--- config.mk ---
export PLATFORM = sky130hd
export DESIGN_NAME = comp_ctrl
export DESIGN_NICKNAME = d
export VERILOG_FILES = /design/src/rtl/comp_pkg.sv /design/src/rtl/comp_watchdog.sv /design/src/rtl/comp_ctrl.sv
export SDC_FILE = /design/constraint.sdc
export NUM_CORES = 1
export LEC_CHECK = 0
export ABC_AREA = 1
export CORE_MARGIN = 4
export CORE_UTILIZATION = 38
export DETAILED_ROUTE_END_ITERATION = 12
export PLACE_DENSITY = 0.74
export REMOVE_ABC_BUFFERS = 1
export SKIP_CTS_REPAIR_TIMING = 1
export SYNTH_ARGS = -nofsm -noshare
export SYNTH_HDL_FRONTEND = slang
export SYNTH_HIERARCHICAL = 1
export SYNTH_SLANG_ARGS = --single-unit
--- constraint.sdc ---
create_clock -name clk -period 3.35 [get_ports clk]
set_input_delay 0.67 -clock clk [delete_from_list [all_inputs] [get_ports clk]]
set_output_delay 0.67 -clock clk [all_outputs]
set_load 0.02 [all_outputs]
--- src/rtl/comp_pkg.sv ---
// Shared types and constants for the X^2 compute-unit sequencing controller.
package comp_pkg;

  localparam int unsigned N_MAX = 1024;
  localparam int unsigned CNT_W = 11;
  localparam logic [CNT_W-1:0] N_MAX_V = CNT_W'(N_MAX);

  localparam logic [1:0] ERR_NONE  = 2'd0;
  localparam logic [1:0] ERR_WDOG  = 2'd1;
  localparam logic [1:0] ERR_BAD_N = 2'd2;

  typedef enum logic [2:0] {
    S_IDLE,
    S_CU_RST,
    S_LOAD_X,
    S_WAIT_XACK,
    S_WAIT_Y,
    S_DONE,
    S_ERR
  } state_t;

  function automatic logic n_is_legal(input logic [CNT_W-1:0] n);
    return (n != '0) && (n <= N_MAX_V);
  endfunction

endpackage

--- src/rtl/comp_watchdog.sv ---
// Loadable down-counter: expired flags the last enabled cycle of a full TIMEOUT window.
module comp_watchdog #(
  parameter int unsigned TIMEOUT = 65535
) (
  input  logic clk,
  input  logic reset,
  input  logic i_clr,
  input  logic i_load,
  input  logic i_en,
  output logic o_expired
);
  localparam int unsigned W = $clog2(TIMEOUT + 1);

  logic [W-1:0] r_cnt;

  always_ff @(posedge clk) begin
    if (reset || i_clr) begin
      r_cnt <= '0;
    end else if (i_load) begin
      r_cnt <= W'(TIMEOUT);
    end else if (i_en && (r_cnt != '0)) begin
      r_cnt <= r_cnt - W'(1);
    end
  end

  // A load in the same cycle means progress was made, so it masks expiry.
  assign o_expired = i_en && !i_load && (r_cnt <= W'(1));

endmodule

--- src/rtl/comp_ctrl.sv ---
// Sequences X words into the compute unit and collects Y words into a one-entry buffer,
// with watchdog, abort and illegal-count reporting.
module comp_ctrl
  import comp_pkg::*;
#(
  parameter int unsigned TIMEOUT = 65535
) (
  input  logic             clk,
  input  logic             reset,
  input  logic [CNT_W-1:0] i_cfg_n,
  input  logic             i_start,
  input  logic             i_abort,
  input  logic             i_x_wr_valid,
  input  logic [31:0]      i_x_wr_data,
  output logic             o_x_wr_ready,
  output logic             o_y_rd_valid,
  output logic [31:0]      o_y_rd_data,
  input  logic             i_y_rd_ready,
  output logic             o_cu_reset,
  output logic [CNT_W-1:0] o_cu_n,
  output logic [31:0]      o_cu_x_elem,
  output logic             o_cu_new_x,
  input  logic             i_cu_x_stored,
  input  logic             i_cu_new_y,
  input  logic [31:0]      i_cu_y_elem,
  output logic             o_cu_y_stored,
  output logic             o_busy,
  output logic             o_done,
  output logic             o_error,
  output logic [1:0]       o_err_code,
  output logic [CNT_W-1:0] o_x_count,
  output logic [CNT_W-1:0] o_y_count
);

  state_t           r_state, w_state_next;
  logic [CNT_W-1:0] r_n, r_x_count, r_y_count;
  logic [31:0]      r_x_elem, r_y_data;
  logic             r_new_x, r_y_valid, r_y_stored, r_cu_reset;
  logic             r_busy, r_done, r_error, r_rst_cnt, r_abort_path;
  logic [1:0]       r_err_code;

  logic w_idle_like, w_n_legal, w_x_push, w_x_ack, w_y_cap, w_y_rel, w_y_pop;
  logic w_wd_en, w_wd_load, w_wd_expired;

  assign w_idle_like = (r_state == S_IDLE) || (r_state == S_DONE) || (r_state == S_ERR);
  assign w_n_legal   = n_is_legal(i_cfg_n);
  assign w_x_push    = (r_state == S_LOAD_X) && i_x_wr_valid && !i_cu_x_stored;
  assign w_x_ack     = (r_state == S_WAIT_XACK) && i_cu_x_stored;
  // r_y_stored stays high until the unit drops NEW_Y, so one word is never captured twice.
  assign w_y_cap     = (r_state == S_WAIT_Y) && i_cu_new_y && !r_y_valid && !r_y_stored;
  assign w_y_rel     = r_y_stored && !i_cu_new_y;
  assign w_y_pop     = r_y_valid && i_y_rd_ready;

  // Only unit-side waits are timed; a full buffer means the CPU is the one stalling.
  assign w_wd_en   = (r_state == S_WAIT_XACK) || ((r_state == S_WAIT_Y) && !r_y_valid);
  assign w_wd_load = !w_wd_en || w_x_ack || w_y_cap || w_y_rel;

  comp_watchdog #(.TIMEOUT(TIMEOUT)) u_watchdog (
    .clk       (clk),
    .reset     (reset),
    .i_clr     (i_abort),
    .i_load    (w_wd_load),
    .i_en      (w_wd_en),
    .o_expired (w_wd_expired)
  );

  always_comb begin
    w_state_next = r_state;
    if (i_abort) begin
      w_state_next = S_CU_RST;
    end else begin
      case (r_state)
        S_IDLE, S_DONE, S_ERR: if (i_start) w_state_next = w_n_legal ? S_CU_RST : S_ERR;
        S_CU_RST:    if (r_rst_cnt) w_state_next = r_abort_path ? S_IDLE : S_LOAD_X;
        S_LOAD_X:    if (w_x_push) w_state_next = S_WAIT_XACK;
        S_WAIT_XACK: begin
          if (i_cu_x_stored)
            w_state_next = ((r_x_count + CNT_W'(1)) == r_n) ? S_WAIT_Y : S_LOAD_X;
          else if (w_wd_expired)
            w_state_next = S_ERR;
        end
        S_WAIT_Y: begin
          if ((r_y_count == r_n) && !r_y_valid) w_state_next = S_DONE;
          else if (w_wd_expired) w_state_next = S_ERR;
        end
        default: w_state_next = S_IDLE;
      endcase
    end
  end

  always_ff @(posedge clk) begin
    if (reset) begin
      r_state      <= S_IDLE;
      r_n          <= '0;
      r_x_count    <= '0;
      r_y_count    <= '0;
      r_x_elem     <= '0;
      r_y_data     <= '0;
      r_new_x      <= 1'b0;
      r_y_valid    <= 1'b0;
      r_y_stored   <= 1'b0;
      r_cu_reset   <= 1'b1;
      r_busy       <= 1'b0;
      r_done       <= 1'b0;
      r_error      <= 1'b0;
      r_rst_cnt    <= 1'b0;
      r_abort_path <= 1'b0;
      r_err_code   <= ERR_NONE;
    end else begin
      r_state    <= w_state_next;
      r_cu_reset <= (w_state_next == S_CU_RST);
      r_busy     <= !((w_state_next == S_IDLE) || (w_state_next == S_DONE) || (w_state_next == S_ERR));
      r_done     <= (w_state_next == S_DONE);
      r_error    <= (w_state_next == S_ERR);
      r_rst_cnt  <= (r_state == S_CU_RST) && !i_abort && !r_rst_cnt;
      if (i_abort) begin
        r_abort_path <= 1'b1;
        r_new_x      <= 1'b0;
        r_y_stored   <= 1'b0;
        r_y_valid    <= 1'b0;
        r_x_count    <= '0;
        r_y_count    <= '0;
      end else begin
        if (w_idle_like && i_start) begin
          if (w_n_legal) begin
            r_n          <= i_cfg_n;
            r_x_count    <= '0;
            r_y_count    <= '0;
            r_err_code   <= ERR_NONE;
            r_abort_path <= 1'b0;
          end else begin
            r_err_code <= ERR_BAD_N;
          end
        end
        if (w_x_push) begin
          r_x_elem <= i_x_wr_data;
          r_new_x  <= 1'b1;
        end
        if (w_x_ack) begin
          r_new_x   <= 1'b0;
          r_x_count <= r_x_count + CNT_W'(1);
        end
        if (w_wd_expired) begin
          r_err_code <= ERR_WDOG;
          r_new_x    <= 1'b0;
        end
        if (w_y_pop) r_y_valid <= 1'b0;
        if (w_y_rel) r_y_stored <= 1'b0;
        if (w_y_cap) begin
          r_y_data   <= i_cu_y_elem;
          r_y_valid  <= 1'b1;
          r_y_stored <= 1'b1;
          r_y_count  <= r_y_count + CNT_W'(1);
        end
      end
    end
  end

  assign o_x_wr_ready  = (r_state == S_LOAD_X) && !i_cu_x_stored;
  assign o_y_rd_valid  = r_y_valid;
  assign o_y_rd_data   = r_y_data;
  assign o_cu_reset    = r_cu_reset;
  assign o_cu_n        = r_n;
  assign o_cu_x_elem   = r_x_elem;
  assign o_cu_new_x    = r_new_x;
  assign o_cu_y_stored = r_y_stored;
  assign o_busy        = r_busy;
  assign o_done        = r_done;
  assign o_error       = r_error;
  assign o_err_code    = r_err_code;
  assign o_x_count     = r_x_count;
  assign o_y_count     = r_y_count;

endmodule

==> run summary <==
run status = finished clean
iteration-0 DRC count of the detailed router = 321
most area-hungry cell type in the Yosys netlist = dfxtp_1
clk sink count = 127
RR Startpoint = r_state[2]$_SDFF_PP0_
worst hold path class = reg2reg
CP startpoint kind = flip-flop
vias in the first global route = 5,894
worst reg2reg path depth = 17
fin area = 8720 um^2
die area = 18,100 um^2
Bufs and invs on worst path = 3
Vias/cell = 4.91
die span in y = 135 um
via count = 6,337
DP Area = 8160 um^2
r2r setup slk = 0.36 ns
initial antenna violation count = 0
hold slack = 0.491 ns
DP HPWL = 12.9 mm
DIE WIDTH = 135 um
Crit Path Class = reg2reg
setup violators final = 0
Slowest cell on crit path = dfxtp_1
Max Clk Rate = 334 MHz
first-pass detailed-route iteration total = 5
pin slew with the least headroom to its limit = 1.01 ns
worst reg2reg endpoint = o_busy$_SDFF_PP0_
final core occ = 56.5%
Post-synth EDFFs = 0
TritonCTS buffer count = 17
global-route wire length before repair = 29.4 mm
# H-tree levels = 4
Syn-to-layout area delta = 43.3%
Residual DRC = 0
CP Capture Point = o_busy$_SDFF_PP0_
Yosys reg bits = 127
WP depth = 17
Max clock buf depth = 2
cell mode on critical path = nand2_1
Layout Skew = 0.00690 ns
Worst Path Max Fanout = 6
root buffer cell = clkbuf_16
clock-pin slew on the worst setup and hold paths = 0.06 ns
CP delay by family, top = simple AND/OR/NAND/NOR gates
crit path DAT = 3.31 ns
Synth area leaders = dfxtp_1, nor2_1, nand2_1
nets@finish = 1,153
commonest non-fill, non-tap cell in the layout = nor2_1
Cell Area, Synth = 6090 um^2
worst skew pair latency = 0.42 ns
TNS Setup = 0 ns
CP Capture Type = flip-flop
share of cells above drive strength 1 = 8.80%
asr flop ratio synth = 0%
max-cap violations = 0
IO Port Bufs = 189
drt wl/cell = 14.0 um
Yosys cell types = 47
FP Rows = 45
Ports = 190
Placer Congestion = 0.863
CTS tree = built
Core Box Area = 15,400 um^2
Post-Syn Instances = 882
WP data required = 3.66 ns
Peak VDD IR = 0.365 mV
number of fill cells = 1,455
Pwr Total = 0.00382 W
commonest non-fill, non-tap cells in the layout = nor2_1, clkdlybuf4s50_1, nand2_1
gr usage total = 20.0%
pwr dens = 437 nW/um^2
Final period util = 89.4%
gr ovfl total = 0
syn avg cell area = 6.90 um^2
cell breakdown of the critical path = inv_2, nor3_4, nand2_1, nand2_1, o2111ai_1, inv_2, nand2_1, nor4_1, inv_1, o21ai_1, o21ai_0, nand2_1, nand2_1, nor3_2, nand4_1, nand2_1, nor2_1
RSZ-0062 raised after global routing = false
Main synth FF type = dfxtp_1
worst rel slew slack = 32.7%
max-slew violation count = 0
Min Clock Period, post-route = 2.99 ns
Yosys top cell area share = 41.8%
Routed Antenna Nets = 0
# diodes = 0
Crit path largest cell delay = 0.48 ns
Worst Hold Depth = 2
Leakage Power = 3.54 nW
Seq/Total Area, Yosys = 41.8%
final hold vios = 0
final wirelength = 18.0 mm
largest net degree at the start of global routing = 63
Starting Density = 39.4%
crit path launch = r_state[2]$_SDFF_PP0_
yosys warns = 6
state kept, by name (all words and copies together), names as in the netlist, 2 cells and up:
signal and flops:
o_cu_x_elem 32, o_cu_n 11, r_state 3, o_y_rd_data 32, o_x_count 11, o_y_count 11, o_err_code 2, u_watchdog/r_cnt 16
synth_stat cells, types with 5 or more instances:
cell type,n
nor2_1,195
nand2_1,155
dfxtp_1,127
o21ai_0,87
inv_1,79
nand3_1,67
a21oi_1,39
clkbuf_1,16
buf_2,14
inv_2,9
nor2_2,9
a21oi_2,8
o21ai_1,7
nand4_1,6
a211oi_1,5
xnor2_1,5
metrics by stage:
step | setup WS (ns) | instances
floorplan | 0.478 | 848
global route | 0.0600 | 1290
detailed placement | 0.305 | 1258
CTS | 0.394 | 1290
finish | 0.355 | 1290
global placement | 0.389 | 1258
tightest hold or removal path, delay by kind of cell, from the launching register on:
| family | cells | cell delay, ns |
|---|---|---|
| flops | 1 | 0.29 |
| buf+inv | 1 | 0.08 |
| compound gates | 1 | 0.07 |
cells by family after synthesis:
family | Yosys count | share of synthesized area, %
adders and majority gates | 4 | 0.822
AOI/OAI and AO/OA | 157 | 14.2
xor gates and xnor gates | 5 | 0.720
and+or+nand+nor | 467 | 34.3
DFF | 127 | 41.8
buffers and inverters | 122 | 8.24
power breakdown:
| group | internal, W | leakage (nW) | switching [W] |
|---|---|---|---|
| registers | 0.00155 | 1.03 | 0.0000402 |
| logic | 0.000212 | 2.25 | 0.000250 |
| clock network | 0.00103 | 0.262 | 0.000736 |
| total | 0.00279 | 3.54 | 0.00103 |
layer usage:
metal / vias to the layer above / track usage [%] / share of wire, %
met4: 0 / 8.20 / 2.4
met5: - / 0 / 0
met1: 2838 / 24.8 / 43
met2: 252 / 29.7 / 43
met3: 36 / 9.84 / 12
li1: 3211 / - / -
layout make-up:
cell class	instances	area (um^2)	area share, %
Sequential cell	127	2540	29.1
Timing Repair Buffer	199	1980	22.7
Tap cell	211	264	3.03
Inverter	88	330	3.79
Multi-Input combinational cell	633	3040	34.9
Clock inverter	15	139	1.59
Clock buffer	17	425	4.88
worst min-delay path by stage:
stage | startpoint | to | slack (ns)
after floorplan | r_abort_path$_SDFFE_PP0P_ | r_abort_path$_SDFFE_PP0P_ | 0.43
after global placement | u_watchdog/r_cnt[1]$_SDFFE_PP0P_ | u_watchdog/r_cnt[1]$_SDFFE_PP0P_ | 0.47
after detailed placement | u_watchdog/r_cnt[0]$_SDFFE_PP0P_ | u_watchdog/r_cnt[0]$_SDFFE_PP0P_ | 0.48
after CTS | u_watchdog/r_cnt[1]$_SDFFE_PP0P_ | u_watchdog/r_cnt[1]$_SDFFE_PP0P_ | 0.49
after global routing | u_watchdog/r_cnt[1]$_SDFFE_PP0P_ | u_watchdog/r_cnt[1]$_SDFFE_PP0P_ | 0.52
final | r_abort_path$_SDFFE_PP0P_ | r_abort_path$_SDFFE_PP0P_ | 0.49
(Power assumes the default switching activity.)
